$ cat src/rtl/cla_share_arbiter.sv
// cla_share_arbiter: round-robin sharing of one 32-bit CLA adder between NREQ requesters, one registered response slot.
// Optional feature: define CLA_SHARE_OVF_EN to add the registered signed-overflow output resp_ovf.
module cla_share_arbiter #(
  parameter int NREQ = 4,
  parameter int CNT_W = 16,
  localparam int ID_W = $clog2(NREQ)
) (
  input  logic              clk,
  input  logic              rst_n,
  input  logic [NREQ-1:0]   req_valid,
  output logic [NREQ-1:0]   req_ready,
  input  logic [NREQ*32-1:0] req_a,
  input  logic [NREQ*32-1:0] req_b,
  input  logic [NREQ-1:0]   req_cin,
  output logic              resp_valid,
  input  logic              resp_ready,
  output logic [ID_W-1:0]   resp_id,
  output logic [31:0]       resp_sum,
  output logic              resp_cout,
  output logic [CNT_W-1:0]  op_count
`ifdef CLA_SHARE_OVF_EN
  ,
  output logic              resp_ovf
`endif
);
  logic            valid_q, cout_q, gnt_vld, cin_sel, cout, ovf;
  logic [ID_W-1:0] id_q, rr_q, rr_d, gnt_idx, idx;
  logic [31:0]     sum_q, a_sel, b_sel, g, p, g_l, p_l, sum;
  logic [32:0]     c;
  logic [CNT_W-1:0] cnt_q;
  // first valid requester at or after rr_q wins when the slot can accept a result
  always_comb begin
    gnt_vld = 1'b0;
    gnt_idx = '0;
    idx = '0;
    if (rst_n && (!valid_q || resp_ready))
      for (int j = NREQ - 1; j >= 0; j--) begin
        idx = ID_W'((int'(rr_q) + j) % NREQ);
        if (req_valid[idx]) begin
          gnt_vld = 1'b1;
          gnt_idx = idx;
        end
      end
    req_ready = gnt_vld ? (NREQ'(1) << gnt_idx) : '0;
    rr_d = gnt_vld ? ((gnt_idx == ID_W'(NREQ - 1)) ? '0 : gnt_idx + 1'b1) : rr_q;
  end
  assign a_sel   = req_a[32*gnt_idx +: 32];
  assign b_sel   = req_b[32*gnt_idx +: 32];
  assign cin_sel = req_cin[gnt_idx];
  // Kogge-Stone carry lookahead; cin is folded into bit 0's generate so every prefix is a full carry
  always_comb begin
    g = a_sel & b_sel;
    p = a_sel ^ b_sel;
    g_l = g;
    g_l[0] = g[0] | (p[0] & cin_sel);
    p_l = p;
    for (int k = 0; k < 5; k++) begin
      g_l = g_l | (p_l & (g_l << (1 << k)));
      p_l = p_l & (p_l << (1 << k));
    end
    c = {g_l, cin_sel};
    sum = p ^ c[31:0];
    cout = c[32];
    ovf = (a_sel[31] == b_sel[31]) && (sum[31] != a_sel[31]);
  end
`ifdef CLA_SHARE_OVF_EN
  logic ovf_q;
  // overflow flag travels with the sum it describes
  always_ff @(posedge clk or negedge rst_n)
    if (!rst_n) ovf_q <= 1'b0;
    else if (gnt_vld) ovf_q <= ovf;
  assign resp_ovf = ovf_q;
`else
  logic unused_ovf;
  assign unused_ovf = ovf;
`endif
  // response slot: a grant refills it, a consume without a grant empties it
  always_ff @(posedge clk or negedge rst_n)
    if (!rst_n) begin
      valid_q <= 1'b0;
      id_q <= '0;
      sum_q <= '0;
      cout_q <= 1'b0;
      cnt_q <= '0;
      rr_q <= '0;
    end else begin
      rr_q <= rr_d;
      if (valid_q && resp_ready) cnt_q <= cnt_q + 1'b1;
      if (gnt_vld) begin
        valid_q <= 1'b1;
        id_q <= gnt_idx;
        sum_q <= sum;
        cout_q <= cout;
      end else if (resp_ready) valid_q <= 1'b0;
    end
  assign resp_valid = valid_q;
  assign resp_id    = id_q;
  assign resp_sum   = sum_q;
  assign resp_cout  = cout_q;
  assign op_count   = cnt_q;
endmodule
$ cat config.mk
export PLATFORM = sky130hd
export DESIGN_NAME = cla_share_arbiter
export DESIGN_NICKNAME = d
export VERILOG_FILES = /design/src/rtl/cla_share_arbiter.sv
export SDC_FILE = /design/constraint.sdc
export NUM_CORES = 1
export LEC_CHECK = 0
export ABC_AREA = 1
export ABC_CLOCK_PERIOD_IN_PS = 4700
export CORE_AREA = 2 2 137 139
export CTS_CLUSTER_DIAMETER = 150
export DETAILED_ROUTE_END_ITERATION = 10
export DIE_AREA = 0 0 139 141
export HOLD_SLACK_MARGIN = 0.08
export PLACE_DENSITY = 0.83
export SLEW_MARGIN = 20
export SYNTH_ARGS = -nofsm -noshare
export SYNTH_HDL_FRONTEND = slang
export SYNTH_SLANG_ARGS = --single-unit
$ cat constraint.sdc
create_clock -name clk -period 4.7 [get_ports clk]
set_input_delay 0.94 -clock clk [delete_from_list [all_inputs] [get_ports clk]]
set_output_delay 0.94 -clock clk [all_outputs]
set_load 0.05 [all_outputs]
* Word-level counts from Yosys, hierarchy flattened
Index checks and enable logic that the tools add are counted.
** Word-level totals
- Register bits after elaboration :: 54
- Word-level logic and storage cells :: 68
- Output and inout bits :: 56
- Input port bits :: 267
** Operators by class
- Bitwise gates (word level) :: 19
- Reductions and logical operators :: 5
- Order comparisons :: 5
- Shift operators :: 3
- Multiplexer cells :: 24
- Add/sub/neg operators :: 5
- Eq/ne operators :: 1
** Operators by type and width (number)
- bitwise AND 32 bit :: 10
- indexed part select 128 x 8 -> 32 bit :: 2
- bitwise OR 32 bit :: 5
- bitwise XOR 32 bit :: 2
- adder 16 x 1 -> 16 bit, second input constant :: 1
- less-than comparator 2 x 3 -> 1 bit, second input constant :: 5
- 2-to-1 mux 1 bit :: 12
- 2-to-1 mux 2 bit :: 6
- binary-select mux 1 bit (select 2 bit) :: 5
- adder 2 x 1 -> 2 bit, second input constant :: 2
- adder 2 bit, second input constant :: 2
- 2-to-1 mux 4 bit :: 1
- left shift 1 x 2 -> 4 bit, first input constant :: 1
- == test 2 bit, second input constant :: 1
- logical AND 1 bit :: 2
- nonzero test 2 bit :: 1
- bitwise AND 1 bit :: 1
- logical NOT 1 bit :: 1
- logical OR 1 bit :: 1
- bitwise OR 1 bit :: 1

* Longest topological paths before layout
Gate-level depths: netlist of run 1.
- Depth in word-level cells :: 23
- Mapped depth :: 28
- Depth with buffers taken out :: 26

* Worst setup path before layout of run 1
No wires, ideal clock.
- Kind :: input to register
- Start point :: input port req_valid[1]
- End point :: register sum_q[28] (netlist: resp_sum[28])
- Setup slack :: 0.710 ns
- Cell stages on the path :: 25
- Path buffers :: 2
- Library setup time :: 0.118 ns
- Arrival time :: 3.873 ns
- Required time :: 4.582 ns
- Path through :: inv_1 > o21ai_0 > nand2_2 > nand3_2 > nand3_2 > nand3_2 > buf_4 > buf_2 > nand2_1 > nand3_1 > nand2_1 > fa_1 > fa_1 > inv_1 > nand3_1 > nand3_1 > nand2_1 > nand2_1 > nand2_1 > nand2_1 > nand2_1 > nand2_1 > nand2_1 > nand3_1 > nand2_1
** On the way
- Word-level cells in the longest chain between the ends :: 21
- Elaborated cells between the ends (all ways) :: 41
- Those cells by class :: shift (2); mux (20); bitwise (19)
** RTL lines
- start, declared :: RTL line 10 : input logic [NREQ-1:0] req_valid,
- binary-select mux 1 bit (select 2 bit) :: RTL line 39 : if (req_valid[idx]) begin
- 2-to-1 mux 1 bit (not written as such) :: RTL line 39
- 2-to-1 mux 2 bit (4 in series) :: RTL line 39
- 2-to-1 mux 2 bit :: RTL line 36 : if (rst_n && (!valid_q || resp_ready))
- indexed part select 128 x 8 -> 32 bit, or another cell as far along :: RTL line 47 : assign a_sel = req_a[32*gnt_idx +: 32];
- bitwise XOR 32 bit or 2-to-1 mux 1 bit (tied branches) :: RTL line 53, 49
- bitwise AND 1 bit :: RTL line 55 : g_l[0] = g[0] | (p[0] & cin_sel);
- bitwise OR 1 bit :: RTL line 55
- bitwise AND 32 bit :: RTL line 58 : g_l = g_l | (p_l & (g_l << (1 << k)));
- bitwise OR 32 bit :: RTL line 58
- bitwise AND 32 bit :: RTL line 58
- bitwise OR 32 bit (2 in series) :: RTL line 58
- bitwise AND 32 bit :: RTL line 58
- bitwise OR 32 bit :: RTL line 58
- bitwise AND 32 bit :: RTL line 58
- bitwise OR 32 bit :: RTL line 58
- bitwise XOR 32 bit :: RTL line 62 : sum = p ^ c[31:0];
- end signal, assigned :: RTL line 92 : sum_q <= sum;
- end, declared :: RTL line 28 : logic [31:0] sum_q, a_sel, b_sel, g, p, g_l, p_l, sum;
Several ways; a longest one is shown, not always the timed one. The select of a mux whose other input is x is not followed.
A chain may end at the register's enable or synchronous reset.

* Worst setup path in the final report of run 1
- Start point :: input port req_valid[3]
- End point :: register sum_q[27] (netlist: resp_sum[27])
** On the way
- Word-level cells in the longest chain between the ends :: 20
- Elaborated cells between the ends (all ways) :: 41
- Those cells by class :: shift (2); mux (20); bitwise (19)
** RTL lines (RTL line)
- binary-select mux 1 bit (select 2 bit) :: 39
- 2-to-1 mux 1 bit (not written as such) :: 39
- 2-to-1 mux 2 bit (4 in series) :: 39
- 2-to-1 mux 2 bit :: 36
- indexed part select 128 x 8 -> 32 bit, or another cell as far along :: 47
- bitwise XOR 32 bit or 2-to-1 mux 1 bit (tied branches) :: 53, 49
- bitwise AND 1 bit :: 55
- bitwise OR 1 bit :: 55
- bitwise OR 32 bit :: 58
- bitwise AND 32 bit :: 58
- bitwise OR 32 bit (2 in series) :: 58
- bitwise AND 32 bit :: 58
- bitwise OR 32 bit :: 58
- bitwise AND 32 bit :: 58
- bitwise OR 32 bit :: 58
- bitwise XOR 32 bit :: 62
Several ways; a longest one is shown, not always the timed one. The select of a mux whose other input is x is not followed.

==> results.json, run 1 <==
{
  "status": "finished, final reports clean",
  "cp_max_fo": 104,
  "vdd_ir_drop_max_uv": 577,
  "dp.cells": 2026,
  "netlist_area_um2": 8180,
  "min_period_ns": 4.46,
  "synth.area.top_cells": "nand2_1, inv_1, dfrtp_1, nand3_1, nand4_1",
  "grt-ovfl-total": 0,
  "start_kind": "primary input",
  "clk_latency_ns": 0.29,
  "reg2reg_setup_slack_ns": 0.85,
  "hold_path_startpoint": "resp_sum[20]",
  "crit_chain": "clkdlybuf4s50_1 -> inv_1 -> o21ai_0 -> nand2_1 -> nand3_2 -> nand2_1 -> nand2_4 -> nand3_4 -> buf_16 -> nand2_1 -> nand3_1 -> nand2_1 -> ha_1 -> nand2_1 -> inv_1 -> nand2_1 -> nand2_1 -> a21oi_1 -> nor2_1 -> nor2_1 -> nand2_1 -> nand2_1 -> nand3_1 -> nand2_1",
  "r2r_start": "rr_q[0]",
  "grtUsageTotal_pct": 30.5,
  "nFillCells": 1742,
  "path_clk_slew_ns": 0.06,
  "hold_path_end": "resp_sum[20]",
  "instances_no_fill": 2037,
  "layout_commonest_cell": "nand2_1",
  "final_layout_size_suffix_gt1_share_pct": 2.72,
  "num_vias": 10500,
  "powerDensity_nw_per_um2": 681,
  "final_hold_viol_count": 0,
  "cp_slowest_cell": "clkdlybuf4s50_1",
  "crit_top_cell": "nand2_1",
  "yosysSeqAreaShare_pct": 16.5,
  "relSlewSlack_pct": 48.3,
  "setup_viol": 0,
  "grt_max_degree": 105,
  "nets": 2104,
  "antenna_left": 0,
  "timing.hold.ws_ns": 0.479,
  "p_leak_uw": 0.00668,
  "syn2layout_area_growth_pct": 44.8,
  "grt_pass1_vias": 9564,
  "yosys.area.top_type": "nand2_1",
  "fin_area_um2": 11800,
  "post-dp-hpwl_mm": 25.1,
  "placeableCoreArea_um2": 18300,
  "placed_cell_area_um2": 11700,
  "portBuffers": 322,
  "fmaxAchievable_mhz": 224,
  "avgViaCountPerCell": 5.16,
  "die_h_um": 141,
  "drc": 0,
  "reg2reg_to": "resp_sum[27]",
  "synth.avg_cell_area_um2": 5.37,
  "rows": 50,
  "cts_root_buffer": "clkbuf_16",
  "routed_wl_mm": 31.3,
  "setup_tns_ns": 0,
  "slowest_delay_ns": 0.50,
  "wire_per_inst_um": 15.4,
  "die_area_um2": 19600,
  "r2r_cells": 25,
  "met1_length_mm": 13.4,
  "synth_cells": 1524,
  "cts_tree": "built",
  "drt_iter0_drc": 863,
  "syn_nets": 1829,
  "cts-resized-gates": 0,
  "ys_ff_latch": 54,
  "finClkSkew_ns": 0.00424,
  "slew_viol_final": 0,
  "max-clock-path-buffers": 2,
  "fin_crit_sh_pct": 94.9,
  "die_w_um": 139,
  "cts.sinks": 54,
  "min_path_cells": 2,
  "ctsHoldBuffers": 0,
  "synth.distinct_cells": 29,
  "grt_pass1_wl_mm": 49.0,
  "synth_top_area_share_pct": 22.4,
  "ys_warn_count": 0,
  "wl_met3_mm": 2.36,
  "post-cts-setup-buffer-count": 0,
  "ios": 323,
  "hp-class": "register to register",
  "place.gp.congestion": 0.982,
  "critPathRequiredTime_ns": 4.93,
  "tightest_slew_ns": 0.775,
  "cts_buffers": 5,
  "start_util_pct": 44.8,
  "maxCapViolCount": 0,
  "antenna_found_initial": 3,
  "layout_common_cells": "nand2_1, inv_1, clkdlybuf4s50_1, nand3_1, nand4_1",
  "cp.arrival_ns": 4.69,
  "worstSetupPathType": "primary input to register",
  "highest_layer": "met4",
  "dr_wl_met2_mm": 14.9,
  "end_kind": "register",
  "rsz0062_at_grt": "false",
  "htree_levels": 2,
  "drtPass1Iterations": 6
}
## routing by layer
layer | global-route usage, % | vias to the layer above
met4 | 7.81 | 0
met3 | 3.46 | 48
met1 | 41.2 | 4696
met5 | 0 | -
li1 | - | 5296
met2 | 52.2 | 479
## state kept, by name, summed over array words and instances, names as in the netlist
name        cells
op_count       16
resp_cout       1
resp_id         2
resp_sum       32
resp_valid      1
rr_q            2
## cell families after synthesis
group                      after synthesis  synth area share (%)
and+or+nand+nor                        896                  49.2
DFF                                     54                  16.5
buffers and inverters                  446                  21.2
adders and majority gates               38                  5.99
AOI/OAI and AO/OA                       63                  4.14
xor gates and xnor gates                27                  2.89
## cells in the mapped netlist
library cell,n
nand2_2,3
xor2_1,13
o21bai_1,7
a21oi_1,25
nor3_1,12
nand4_1,143
o21ai_1,1
nor2_1,54
inv_1,365
or2_2,1
o21ai_0,27
buf_4,7
dfrtp_1,54
a31oi_1,2
and2_1,2
nand3_1,182
clkbuf_1,36
buf_2,30
inv_2,2
a21oi_2,1
nand3_2,3
fa_1,2
nor3b_1,1
nand2_1,488
xnor2_1,14
nor4_1,1
nand3b_1,6
ha_1,36
buf_1,6
## power by group
part | total [uW] | internal, uW | switching (uW) | leakage [uW]
Clock | 366 | 211 | 155 | 0.0000739
Sequential | 809 | 657 | 152 | 0.000665
Combinational | 6890 | 2400 | 4490 | 0.00594
Total | 8070 | 3270 | 4800 | 0.00668
## worst max path at each step
stage                             from           end  slack (ns)  cells past startpoint
after floorplan           req_valid[1]  resp_sum[28]        0.71                     25
after global placement    req_valid[3]  resp_sum[14]        0.18                     21
after detailed placement  req_valid[3]  resp_sum[27]        0.08                     23
after CTS                 req_valid[3]  req_ready[3]        0.36                     14
after global routing      req_valid[3]  resp_sum[14]        0.02                     20
final                     req_valid[3]  resp_sum[27]        0.24                     24
## worst max-delay path, delay by kind of cell
family                   cells  cell delay [ns]
AO/OA/AOI/OAI                2             0.55
buffers and inverters        4             0.88
adder cells (fa/ha/maj)      1             0.31
AND/OR/NAND/NOR             17             1.88
## metrics by stage
stage	setup WS (ns)	power, uW	utilization (%)
global placement	0.177	7520	63.9
finish	0.240	8070	64.8
CTS	0.365	7980	64.7
floorplan	0.710	5420	-
detailed placement	0.0764	7570	63.9
global route	0.0227	8810	64.8
## final cells by class
class | count | area [um^2] | share of cell area (%)
Clock inverter | 1 | 5.00 | 0.0423
Tap cell | 234 | 293 | 2.47
Sequential cell | 54 | 1350 | 11.4
Timing Repair Buffer | 347 | 3540 | 29.9
Clock buffer | 7 | 143 | 1.20
Multi-Input combinational cell | 1024 | 5120 | 43.3
Antenna cell | 3 | 7.51 | 0.0634
Inverter | 367 | 1380 | 11.7
(Power assumes the default switching activity.)
==> inputs of run 2 (changes only) <==
- REMOVE_ABC_BUFFERS: not set -> 1
==> results.json, run 2 (synthesis results as in run 1) <==
{
  "cp_slowest_cell": "clkdlybuf4s50_1",
  "tightest_slew_ns": 0.836,
  "finClkSkew_ns": 0.00853,
  "r2r_start": "rr_q[0]",
  "min_path_cells": 2,
  "post-dp-hpwl_mm": 21.7,
  "fin_crit_sh_pct": 92.8,
  "critPathRequiredTime_ns": 4.89,
  "grt-ovfl-total": 0,
  "cts_tree": "built",
  "ctsHoldBuffers": 0,
  "cts_buffers": 5,
  "fmaxAchievable_mhz": 229,
  "cts_root_buffer": "clkbuf_16",
  "htree_levels": 2,
  "setup_viol": 0,
  "rsz0062_at_grt": "false",
  "antenna_left": 0,
  "nFillCells": 1736,
  "grt_pass1_wl_mm": 46.6,
  "slew_viol_final": 0,
  "hold_path_end": "resp_sum[21]",
  "rows": 50,
  "reg2reg_setup_slack_ns": 0.84,
  "start_kind": "primary input",
  "placeableCoreArea_um2": 18300,
  "slowest_delay_ns": 0.48,
  "post-cts-setup-buffer-count": 0,
  "num_vias": 10500,
  "powerDensity_nw_per_um2": 658,
  "clk_latency_ns": 0.30,
  "cts-resized-gates": 0,
  "antennaDiodeCount": 0,
  "maxCapViolCount": 0,
  "hold_path_startpoint": "resp_sum[21]",
  "routed_wl_mm": 28.0,
  "die_w_um": 139,
  "final_core_util_pct": 64.2,
  "grt_max_degree": 72,
  "final_hold_viol_count": 0,
  "end_kind": "register",
  "timing.hold.ws_ns": 0.478,
  "antenna_found_initial": 0,
  "setup_tns_ns": 0,
  "ff_latch_area_um2": 1350,
  "final_layout_size_suffix_gt1_share_pct": 2.35,
  "worstSetupPathType": "primary input to register",
  "r2r_cells": 26,
  "ios": 323,
  "die_area_um2": 19600,
  "drtPass1Iterations": 5,
  "grtUsageTotal_pct": 27.8,
  "nets": 2095,
  "portBuffers": 322,
  "avgViaCountPerCell": 5.17,
  "drc": 0,
  "min_period_ns": 4.36,
  "layout_commonest_cell": "nand2_1",
  "multi_input_area_um2": 5120,
  "path_buf_inv": 4,
  "reg2reg_to": "resp_sum[28]",
  "path_clk_slew_ns": 0.08,
  "crit_family": "simple AND/OR/NAND/NOR gates",
  "p_leak_uw": 0.00661,
  "cp.arrival_ns": 4.55,
  "syn2layout_area_growth_pct": 43.2,
  "cp_max_fo": 9,
  "die_h_um": 141,
  "drt_iter0_drc": 896,
  "largest_reg_flops": 32,
  "crit_top_cell": "nand2_1",
  "wire_per_inst_um": 13.8,
  "status": "finished, final reports clean",
  "hp-class": "register to register",
  "layout_common_cells": "nand2_1, inv_1, clkdlybuf4s50_1, nand3_1, nand4_1",
  "relSlewSlack_pct": 44.2,
  "vdd_ir_drop_max_uv": 727,
  "start_util_pct": 44.8,
  "grt_pass1_vias": 9855,
  "cts.sinks": 54,
  "place.gp.congestion": 0.930,
  "max-clock-path-buffers": 2
}
[run 2: changes by cell type in the layout (fill, tap and decap cells not counted), sizes merged]
cell | previous run | this run
clkinv | 1 | 0
clkinvlp | 0 | 1
buf | 30 | 21
diode | 3 | 0
clkbuf | 7 | 6
inv | 367 | 368
[run 2: per-stage QoR]
step	setup slack (ns)	cell area, um^2	std cells	power [uW]
4_1_cts	0.268	11700	2025	7650
5_1_grt	0.00748	11700	2025	8490
2_1_floorplan	-2.37	7820	1445	5280
3_5_place_dp	-0.00773	11600	2017	7210
6_report	0.341	11700	2025	7720
3_3_place_gp	0.177	11600	2017	7110
[run 2: worst max-delay path by stage]
stage	from	endpoint	slack, ns	cells past startpoint
after global routing	req_valid[1]	resp_sum[30]	0.007	26
final	req_valid[1]	resp_sum[28]	0.34	26
after global placement	req_valid[1]	resp_sum[28]	0.18	24
after detailed placement	req_valid[1]	resp_sum[20]	-0.008	24
after CTS	req_valid[1]	resp_sum[28]	0.27	24
after floorplan	resp_ready	req_ready[3]	-2.37	7
[run 2: cell type report]
class | instances | share of cell area (%)
timing repair buffer | 338 | 29.1
sequential | 54 | 11.5
clock inverter | 2 | 0.139
tap | 234 | 2.50
multi-input combinational | 1024 | 43.7
clock buffer | 6 | 1.19
inverter | 367 | 11.8
[run 2: worst min-delay path: stages (launching register included)]
cell and delay, ns:
dfrtp_1 0.34, nand2_1 0.05, nand2_1 0.05
[run 2: layer usage]
layer  up-vias  GRT usage [%]  wire length [um]
li1       5265              -                 -
met1      4706           35.6             11800
met2       449           49.0             13500
met3        58           3.80              1930
met4         0           8.35               735
met5         -              0                 0
[run 2: where the power goes]
group | leakage, uW | switching [uW] | internal, uW
Clock | 0.0000735 | 186 | 215
Combinational | 0.00587 | 4280 | 2240
Sequential | 0.000665 | 139 | 656
